$ cat src/rtl/uart_pwm_pkg.sv
`default_nettype none
// ============================================================================
// Module   : uart_pwm_pkg
// Purpose  : Shared constants and FSM state type for the UART PWM command
//            parser (frame = SYNC, CHANNEL, DUTY, CHECKSUM).
// Contents : SYNC_BYTE / ACK_BYTE / NAK_BYTE framing constants,
//            parser_state_e state encoding.
// Revision : 1.0 - initial release
// ============================================================================
package uart_pwm_pkg;

    localparam logic [7:0] SYNC_BYTE = 8'hA5;
    localparam logic [7:0] ACK_BYTE  = 8'h06;
    localparam logic [7:0] NAK_BYTE  = 8'h15;

    typedef enum logic [1:0] {
        S_SYNC = 2'd0,
        S_CHAN = 2'd1,
        S_DUTY = 2'd2,
        S_CSUM = 2'd3
    } parser_state_e;

endpackage : uart_pwm_pkg
`default_nettype wire

$ cat src/rtl/uart_pwm_cmd_parser_timeout.sv
`default_nettype none
// ============================================================================
// Module   : uart_pwm_timeout
// Purpose  : Inter-byte watchdog. Counts clocks while enabled, clears on
//            i_Clear, and flags expiry when the count reaches TERM_COUNT-1.
//            The count saturates there, so it never wraps.
// Ports    : i_Clock   - system clock
//            i_Reset   - asynchronous, active-high reset
//            i_Clear   - synchronous clear (has priority over expiry)
//            i_Enable  - count enable
//            o_Expire  - combinational expiry flag for the current cycle
// Revision : 1.0 - initial release
// ============================================================================
module uart_pwm_timeout #(
    parameter int TERM_COUNT = 4340
) (
    input  logic i_Clock,
    input  logic i_Reset,
    input  logic i_Clear,
    input  logic i_Enable,
    output logic o_Expire
);

    localparam int              CNT_W = $clog2(TERM_COUNT + 1);
    localparam logic [CNT_W-1:0] LAST = CNT_W'(TERM_COUNT - 1);

    logic [CNT_W-1:0] count_q;

    // A clear in the same cycle (a byte arriving) suppresses expiry.
    assign o_Expire = i_Enable && !i_Clear && (count_q == LAST);

    always_ff @(posedge i_Clock or posedge i_Reset) begin
        if (i_Reset) begin
            count_q <= '0;
        end else if (i_Clear) begin
            count_q <= '0;
        end else if (i_Enable && (count_q != LAST)) begin
            count_q <= count_q + 1'b1;
        end
    end

endmodule : uart_pwm_timeout
`default_nettype wire

$ cat src/rtl/uart_pwm_cmd_parser.sv
`default_nettype none
// ============================================================================
// Module   : uart_pwm_cmd_parser
// Purpose  : Assembles SYNC/CHANNEL/DUTY/CHECKSUM frames from the UART RX
//            byte stream and writes per-channel 8-bit PWM duty registers.
//            Bad checksum, out-of-range channel or inter-byte timeout
//            discard the frame and pulse o_Frame_Err.
// Ports    : i_Clock, i_Reset (async, active-high)
//            i_RX_DV, i_RX_Byte            - byte stream from UART RX
//            o_Duty_Bus                    - channel n at [8n+7:8n]
//            o_Update_Strobe, o_Update_Ch  - registered write notification
//            o_Frame_Err                   - registered error pulse
//            o_Busy                        - frame in progress
// Option   : UART_PARSER_ACK_EN adds i_TX_Active, o_TX_DV, o_TX_Byte that
//            send ACK (0x06) / NAK (0x15) toward a UART transmitter.
// Revision : 1.0 - initial release
// ============================================================================
module uart_pwm_cmd_parser
    import uart_pwm_pkg::*;
#(
    parameter int NUM_CH       = 4,
    parameter int CLKS_PER_BIT = 217,
    parameter int TIMEOUT_BITS = 20
) (
    input  logic                      i_Clock,
    input  logic                      i_Reset,
    input  logic                      i_RX_DV,
    input  logic [7:0]                i_RX_Byte,
    output logic [8*NUM_CH-1:0]       o_Duty_Bus,
    output logic                      o_Update_Strobe,
    output logic [$clog2(NUM_CH)-1:0] o_Update_Ch,
    output logic                      o_Frame_Err,
`ifdef UART_PARSER_ACK_EN
    input  logic                      i_TX_Active,
    output logic                      o_TX_DV,
    output logic [7:0]                o_TX_Byte,
`endif
    output logic                      o_Busy
);

    localparam int         CH_W     = $clog2(NUM_CH);
    localparam logic [7:0] NUM_CH_B = 8'(NUM_CH);

    parser_state_e   state_q, state_d;
    logic [7:0]      chan_q, chan_d;
    logic [7:0]      duty_byte_q, duty_byte_d;
    logic            strobe_q, strobe_d;
    logic            err_q, err_d;
    logic [CH_W-1:0] upd_ch_q, upd_ch_d;
    logic            w_expire;
    logic            w_busy;

    assign w_busy = (state_q != S_SYNC);

    // Counter is held clear outside a frame and restarted by every byte.
    uart_pwm_timeout #(
        .TERM_COUNT (TIMEOUT_BITS * CLKS_PER_BIT)
    ) u_timeout (
        .i_Clock  (i_Clock),
        .i_Reset  (i_Reset),
        .i_Clear  (i_RX_DV || !w_busy),
        .i_Enable (w_busy),
        .o_Expire (w_expire)
    );

    always_ff @(posedge i_Clock or posedge i_Reset) begin
        if (i_Reset) begin
            state_q     <= S_SYNC;
            chan_q      <= 8'h00;
            duty_byte_q <= 8'h00;
            strobe_q    <= 1'b0;
            err_q       <= 1'b0;
            upd_ch_q    <= '0;
        end else begin
            state_q     <= state_d;
            chan_q      <= chan_d;
            duty_byte_q <= duty_byte_d;
            strobe_q    <= strobe_d;
            err_q       <= err_d;
            upd_ch_q    <= upd_ch_d;
        end
    end

    always_comb begin
        state_d     = state_q;
        chan_d      = chan_q;
        duty_byte_d = duty_byte_q;
        strobe_d    = 1'b0;
        err_d       = 1'b0;
        upd_ch_d    = upd_ch_q;
        case (state_q)
            S_SYNC: begin
                if (i_RX_DV && (i_RX_Byte == SYNC_BYTE)) state_d = S_CHAN;
            end
            S_CHAN: begin
                // 0xA5 here is channel data; no resynchronisation.
                if (i_RX_DV) begin
                    chan_d  = i_RX_Byte;
                    state_d = S_DUTY;
                end
            end
            S_DUTY: begin
                if (i_RX_DV) begin
                    duty_byte_d = i_RX_Byte;
                    state_d     = S_CSUM;
                end
            end
            S_CSUM: begin
                if (i_RX_DV) begin
                    state_d = S_SYNC;
                    if ((i_RX_Byte == (SYNC_BYTE ^ chan_q ^ duty_byte_q)) &&
                        (chan_q < NUM_CH_B)) begin
                        strobe_d = 1'b1;
                        upd_ch_d = chan_q[CH_W-1:0];
                    end else begin
                        err_d = 1'b1;
                    end
                end
            end
            default: state_d = S_SYNC;
        endcase
        // Expiry is already masked by a same-cycle byte inside the watchdog.
        if (w_expire) begin
            state_d = S_SYNC;
            err_d   = 1'b1;
        end
    end

    // Duty registers are written on the same edge that raises the strobe.
    for (genvar n = 0; n < NUM_CH; n++) begin : g_duty
        logic [7:0] duty_q;
        always_ff @(posedge i_Clock or posedge i_Reset) begin
            if (i_Reset) begin
                duty_q <= 8'h00;
            end else if (strobe_d && (upd_ch_d == CH_W'(n))) begin
                duty_q <= duty_byte_q;
            end
        end
        assign o_Duty_Bus[8*n +: 8] = duty_q;
    end

    assign o_Update_Strobe = strobe_q;
    assign o_Update_Ch     = upd_ch_q;
    assign o_Frame_Err     = err_q;
    assign o_Busy          = w_busy;

`ifdef UART_PARSER_ACK_EN
    logic       tx_dv_q;
    logic [7:0] tx_byte_q;
    logic       pend_vld_q;
    logic [7:0] pend_byte_q;
    logic       w_resp_vld;
    logic [7:0] w_resp_byte;

    assign w_resp_vld  = strobe_q || err_q;
    assign w_resp_byte = strobe_q ? ACK_BYTE : NAK_BYTE;

    // A fresh response always supersedes anything still pending.
    always_ff @(posedge i_Clock or posedge i_Reset) begin
        if (i_Reset) begin
            tx_dv_q     <= 1'b0;
            tx_byte_q   <= 8'h00;
            pend_vld_q  <= 1'b0;
            pend_byte_q <= 8'h00;
        end else begin
            tx_dv_q <= 1'b0;
            if (w_resp_vld) begin
                if (!i_TX_Active) begin
                    tx_dv_q    <= 1'b1;
                    tx_byte_q  <= w_resp_byte;
                    pend_vld_q <= 1'b0;
                end else begin
                    pend_vld_q  <= 1'b1;
                    pend_byte_q <= w_resp_byte;
                end
            end else if (pend_vld_q && !i_TX_Active) begin
                tx_dv_q    <= 1'b1;
                tx_byte_q  <= pend_byte_q;
                pend_vld_q <= 1'b0;
            end
        end
    end

    assign o_TX_DV   = tx_dv_q;
    assign o_TX_Byte = tx_byte_q;
`endif

endmodule : uart_pwm_cmd_parser
`default_nettype wire

$ cat config.mk
export PLATFORM = sky130hd
export DESIGN_NAME = uart_pwm_cmd_parser
export DESIGN_NICKNAME = d
export VERILOG_FILES = /design/src/rtl/uart_pwm_pkg.sv /design/src/rtl/uart_pwm_cmd_parser_timeout.sv /design/src/rtl/uart_pwm_cmd_parser.sv
export SDC_FILE = /design/constraint.sdc
export NUM_CORES = 1
export LEC_CHECK = 0
export CORE_ASPECT_RATIO = 1.2
export CORE_MARGIN = 1.5
export CORE_UTILIZATION = 54
export DETAILED_ROUTE_END_ITERATION = 10
export PLACE_DENSITY = 0.8
export SLEW_MARGIN = 20
export SYNTH_ARGS = -nofsm -noshare
export SYNTH_HDL_FRONTEND = slang
export SYNTH_HIERARCHICAL = 1
export SYNTH_SLANG_ARGS = --single-unit
export TNS_END_PERCENT = 100
$ cat constraint.sdc
create_clock -name i_Clock -period 2.65 [get_ports i_Clock]
set_input_delay 0.53 -clock i_Clock [delete_from_list [all_inputs] [get_ports i_Clock]]
set_output_delay 0.53 -clock i_Clock [all_outputs]
set_load 0.05 [all_outputs]
### Word level (Yosys, flattened, before mapping)

Index checks and enable logic that the tools add are counted.

* $add $sub $neg: 1
* order comparisons: 1
* eq/ne operators: 14
* mux-type cells: 18
* bitwise gates (word level): 2
* reduce and logical (&&, ||, !) cells: 19

Operator list (count)
* 2-to-1 mux 13 bit: 2
* 2-to-1 mux 2 bit: 8
* adder 13 x 1 -> 13 bit, second input constant: 1
* == test 13 bit, second input constant: 1
* != test 13 bit, second input constant: 1
* != test 3 x 2 -> 1 bit, second input constant: 4
* logical AND 1 bit: 9
* == test 2 bit, second input constant: 4
* == test 8 bit: 1
* == test 8 bit, second input constant: 1
* less-than comparator 8 x 3 -> 1 bit, second input constant: 1
* case mux 2 bit (4 select lines): 1
* XOR 8 bit: 1
* 2-to-1 mux 1 bit: 7
* == test 2 x 1 -> 1 bit, second input constant: 2
* zero test 2 bit: 2
* NOT 4 bit: 1
* AND reduction 2 bit: 2
* AND reduction 4 bit: 1
* nonzero test 2 bit: 2
* zero test 1 bit: 2
* logical OR 1 bit: 1

* register bits: 67
* bits of input ports: 11
* output and inout port bits: 37
* word-level logic and storage cells: 66

### Depth between registers and ports, before layout

* depth in word-level cells: 9
* mapped depth: 7
* depth with buffers taken out: 7

### By module

The synthesis kept the hierarchy.

By module, submodules not included
* uart_pwm_cmd_parser: instances 1, cells each 169, area an instance 2566.2 um2, seq. area each 1351.3 um2
* uart_pwm_timeout: instances 1, cells each 69, area an instance 685.7 um2, seq. area each 325.3 um2

### Least setup slack after synthesis

No wires, ideal clock.

* kind: register -> register
* start point: register u_timeout.count_q[2]
* end point: register state_q[0]
* library setup time: 0.079 ns
* data arrival time: 2.023 ns
* data required time: 2.571 ns
* setup slack: 0.548 ns
* cell stages (with the launch flop): 7
* buffers on the path: 0
* period minus slack after synthesis: 2.102 ns
* path through: dfrtp_1 > or4_4 > or4_1 > nor3b_2 > a41oi_1 > nand2_1 > mux2i_1

* cells in the longest elaborated chain, start to end: 4
* elaborated cells between the ends (all ways): 8
* classes of those cells: eq/ne (5); mux (1); reduce/logical (2)

RTL lines
* start: declaration: line uart_pwm_cmd_parser_timeout.sv:27 `logic [CNT_W-1:0] count_q;`
* start signal: assignment: line uart_pwm_cmd_parser_timeout.sv:38 `count_q <= count_q + 1'b1;`
* == test 13 bit *: line uart_pwm_cmd_parser_timeout.sv:30 `assign o_Expire = i_Enable && !i_Clear && (count_q == LAST);`
* logical AND 1 bit *: line uart_pwm_cmd_parser_timeout.sv:30
* via w_expire: line uart_pwm_cmd_parser.sv:50 `logic w_expire;`
* != test 3 x 2 -> 1 bit (no source line)
* AND reduction 4 bit (no source line)
* end signal: assignment: line uart_pwm_cmd_parser.sv:75 `state_q <= state_d;`
* end: declaration: line uart_pwm_cmd_parser.sv:44 `parser_state_e state_q, state_d;`

The timed path passes the listed nets; every way through them passes the cells marked *.
A chain may end at the register's enable or synchronous reset.

### Final worst setup path

* start point: register state_q[0]
* end point: output o_Busy

* cells in the longest elaborated chain, start to end: 1

RTL lines
* nonzero test 2 bit: line uart_pwm_cmd_parser.sv:53 `assign w_busy = (state_q != S_SYNC);`
* end: declaration: line uart_pwm_cmd_parser.sv:38 `output logic o_Busy`

No other way between the ends.

==> metrics <==
status complete, no violations; # setup viols final 0; #FFs+latches synth 67; met1 GRT Util 0.291; Worst-Skew Late Latency between 0.3 and 0.4 ns; max-slew violations 0; Worst Path Arrival roughly 1.9 ns; WP data required about 2.1 ns; endpoints failing hold 0; largest area contributor in the netlist dfrtp_1; num ports 48; max cap viols 0; Worst-path clk slew 0.07 ns; final worst slack roughly 0.21 ns; Syn-to-layout area delta 27.8%; Mapped Area roughly 0.0033 mm2; DIE HEIGHT 88.0 um; syn_nets around 260; hold_buf cts 0; share of the synthesized area in the top cell type 0.516; sequential element share of the synthesized area 0.516; CP Class reg -> out; Synth Instances roughly 240; Tcrit/Tclk final 0.923; layout cell share with drive strength beyond 1 0.292; vias 2109; met3 Use GR 0.0575; worst hold path type reg -> reg; Synth async-reset ratio 1.00; reg-to-reg endpoint state_q[1]; clk_skew approximately 0.0098 ns; Min Clock Period, post-route approximately 2.4 ns; count leader, synth dfrtp_1; fin nets 317; core area between 0.005 and 0.006 mm2; Rows 30; Syn Area/Cell around 14 um2; Worst-Margin Slew about 0.63 ns; Root Buffer clkbuf_8; CTS tree yes; RSZ-0062 raised after global routing false; drt pass-1 iters 4; Final Core Density 0.724; number of synthesized flops with an enable pin 0; R2R Setup Slk 0.30 ns; dpl hpwl around 4500 um; H-tree depth 3; DR iter-0 viols 111; DIE AREA 0.00650 mm2; met2 Usage GRT 0.367; type of origin of the critical path flop; CTS max path bufs 2; busiest grt layer met2; Initial Util 0.566; global placer's final weighted congestion 0.826; first-pass GRT wire length approximately 11000 um; final wirelength roughly 6300 um; cells on worst reg2reg path 6; routed length per placed instance roughly 16 um; die width 73.8 um; Max-slew headroom 0.575; vias in the first global route 2175; dpl ws -0.108 ns; top post-synthesis cells by area dfrtp_1, mux2_2, nand4_4, nor4_4, ha_1; Leakage about 1.9 nW; Yosys warning total 6; CTS Buf Count 9; hold path startpoint g_duty[2].duty_q[4]; CP Max Fanout 4; I/O Buffers 47; post-synth cell types 42; Pwr Total roughly 0.0038 W; GRT overflow 0; post-route ant nets 0; top_reg_cell synth dfrtp_1; Post-synth top cells dfrtp_1, mux2_2, nor2_1; Hold Path End g_duty[2].duty_q[4]; drt drc 0; vias per std cell between 5 and 6; Placed Instance Area ~0.0039 mm2; Sink Count 67; Tot GR Track Use 0.227; Pwr Density approximately 900 mW/mm2; Hold Crit Depth 1; Antenna diodes 0; WHS a little over 0.5 ns; Post-CTS Setup Repair Bufs 0; Max Clk Rate 409 MHz; Critical Path Sink Type output pin; initial antenna violation count 0; worst vdd ir roughly 0.73 mV; CTS resizes 0; Reg-to-Reg Start u_timeout/count_q[2]; Final Cell Area 0.00416 mm2; Fillers approximately 420; largest net degree at the start of global routing 33
logic make-up after synthesis:
group                    synth area share
AND/OR/NAND/NOR                     0.161
flip-flops                          0.516
multiplexers                        0.178
XOR/XNOR                           0.0770
buffers and inverters              0.0165
AO/OA/AOI/OAI                      0.0292
adder cells (fa/ha/maj)            0.0231
through the flow:
stage | TNS [ns] | std cells
6_report | 0 | 385
5_1_grt | 0 | 385
4_1_cts | 0 | 385
3_5_place_dp | -1.83 | 369
3_3_place_gp | -0.602 | 369
2_1_floorplan | 0 | 238
worst max-delay path by stage:
stage	start	end	slack [ns]	cells past startpoint
after floorplan	u_timeout/count_q[2]	state_q[0]	0.55	6
after global placement	i_RX_Byte[7]	g_duty[0].duty_q[6]	-0.08	5
after detailed placement	i_RX_Byte[7]	g_duty[0].duty_q[1]	-0.11	5
after CTS	state_q[0]	o_Busy	0.18	4
after global routing	state_q[0]	o_Busy	0.07	4
final	state_q[0]	o_Busy	0.21	4
report_power, final:
group          switching, W  total (W)  internal (W)
logic              0.000709    0.00125      0.000539
clock network      0.000398    0.00112      0.000724
registers          0.000200    0.00138       0.00118
final cells by class:
type                       count  area (um2)  share of cell area
multi-input combinational    157        1520               0.366
sequential                    67        1680               0.403
tap                           80         100              0.0241
inverter                      10        37.5             0.00903
clock buffer                  10         128              0.0307
timing repair buffer          55         556               0.134
clock inverter                 6         138              0.0331
metal layers:
layer	wire length, um	vias to the layer above
li1	-	991
met1	2840	1059
met2	3160	44
met3	223	15
met4	130	0
met5	0	-
placed cells by master, fill, tap and decap left out, types with 6 or more instances in the layout:
master           instances
dfrtp_1                 67
nand4_1                  6
mux2_2                  46
nor4_1                   7
clkdlybuf4s50_1         47
xnor2_1                  8
nor2_1                  13
nand2_1                  9
buf_4                    6
inv_1                    9
clkbuf_8                 9
ha_1                     6
flip-flops by register name, summed over array words and instances, names as in the netlist:
name / cells
duty_byte_q: 8
g_duty.duty_q: 32
chan_q: 8
u_timeout/count_q: 13
o_Frame_Err: 1
o_Update_Strobe: 1
o_Update_Ch: 2
state_q: 2
worst max-delay path: stages, from the launching register on:
cell             delay, ns
dfrtp_1               0.38
inv_1                 0.10
ha_1                  0.22
inv_1                 0.07
clkdlybuf4s50_1       0.81
Power figures use the tool's default switching activity.
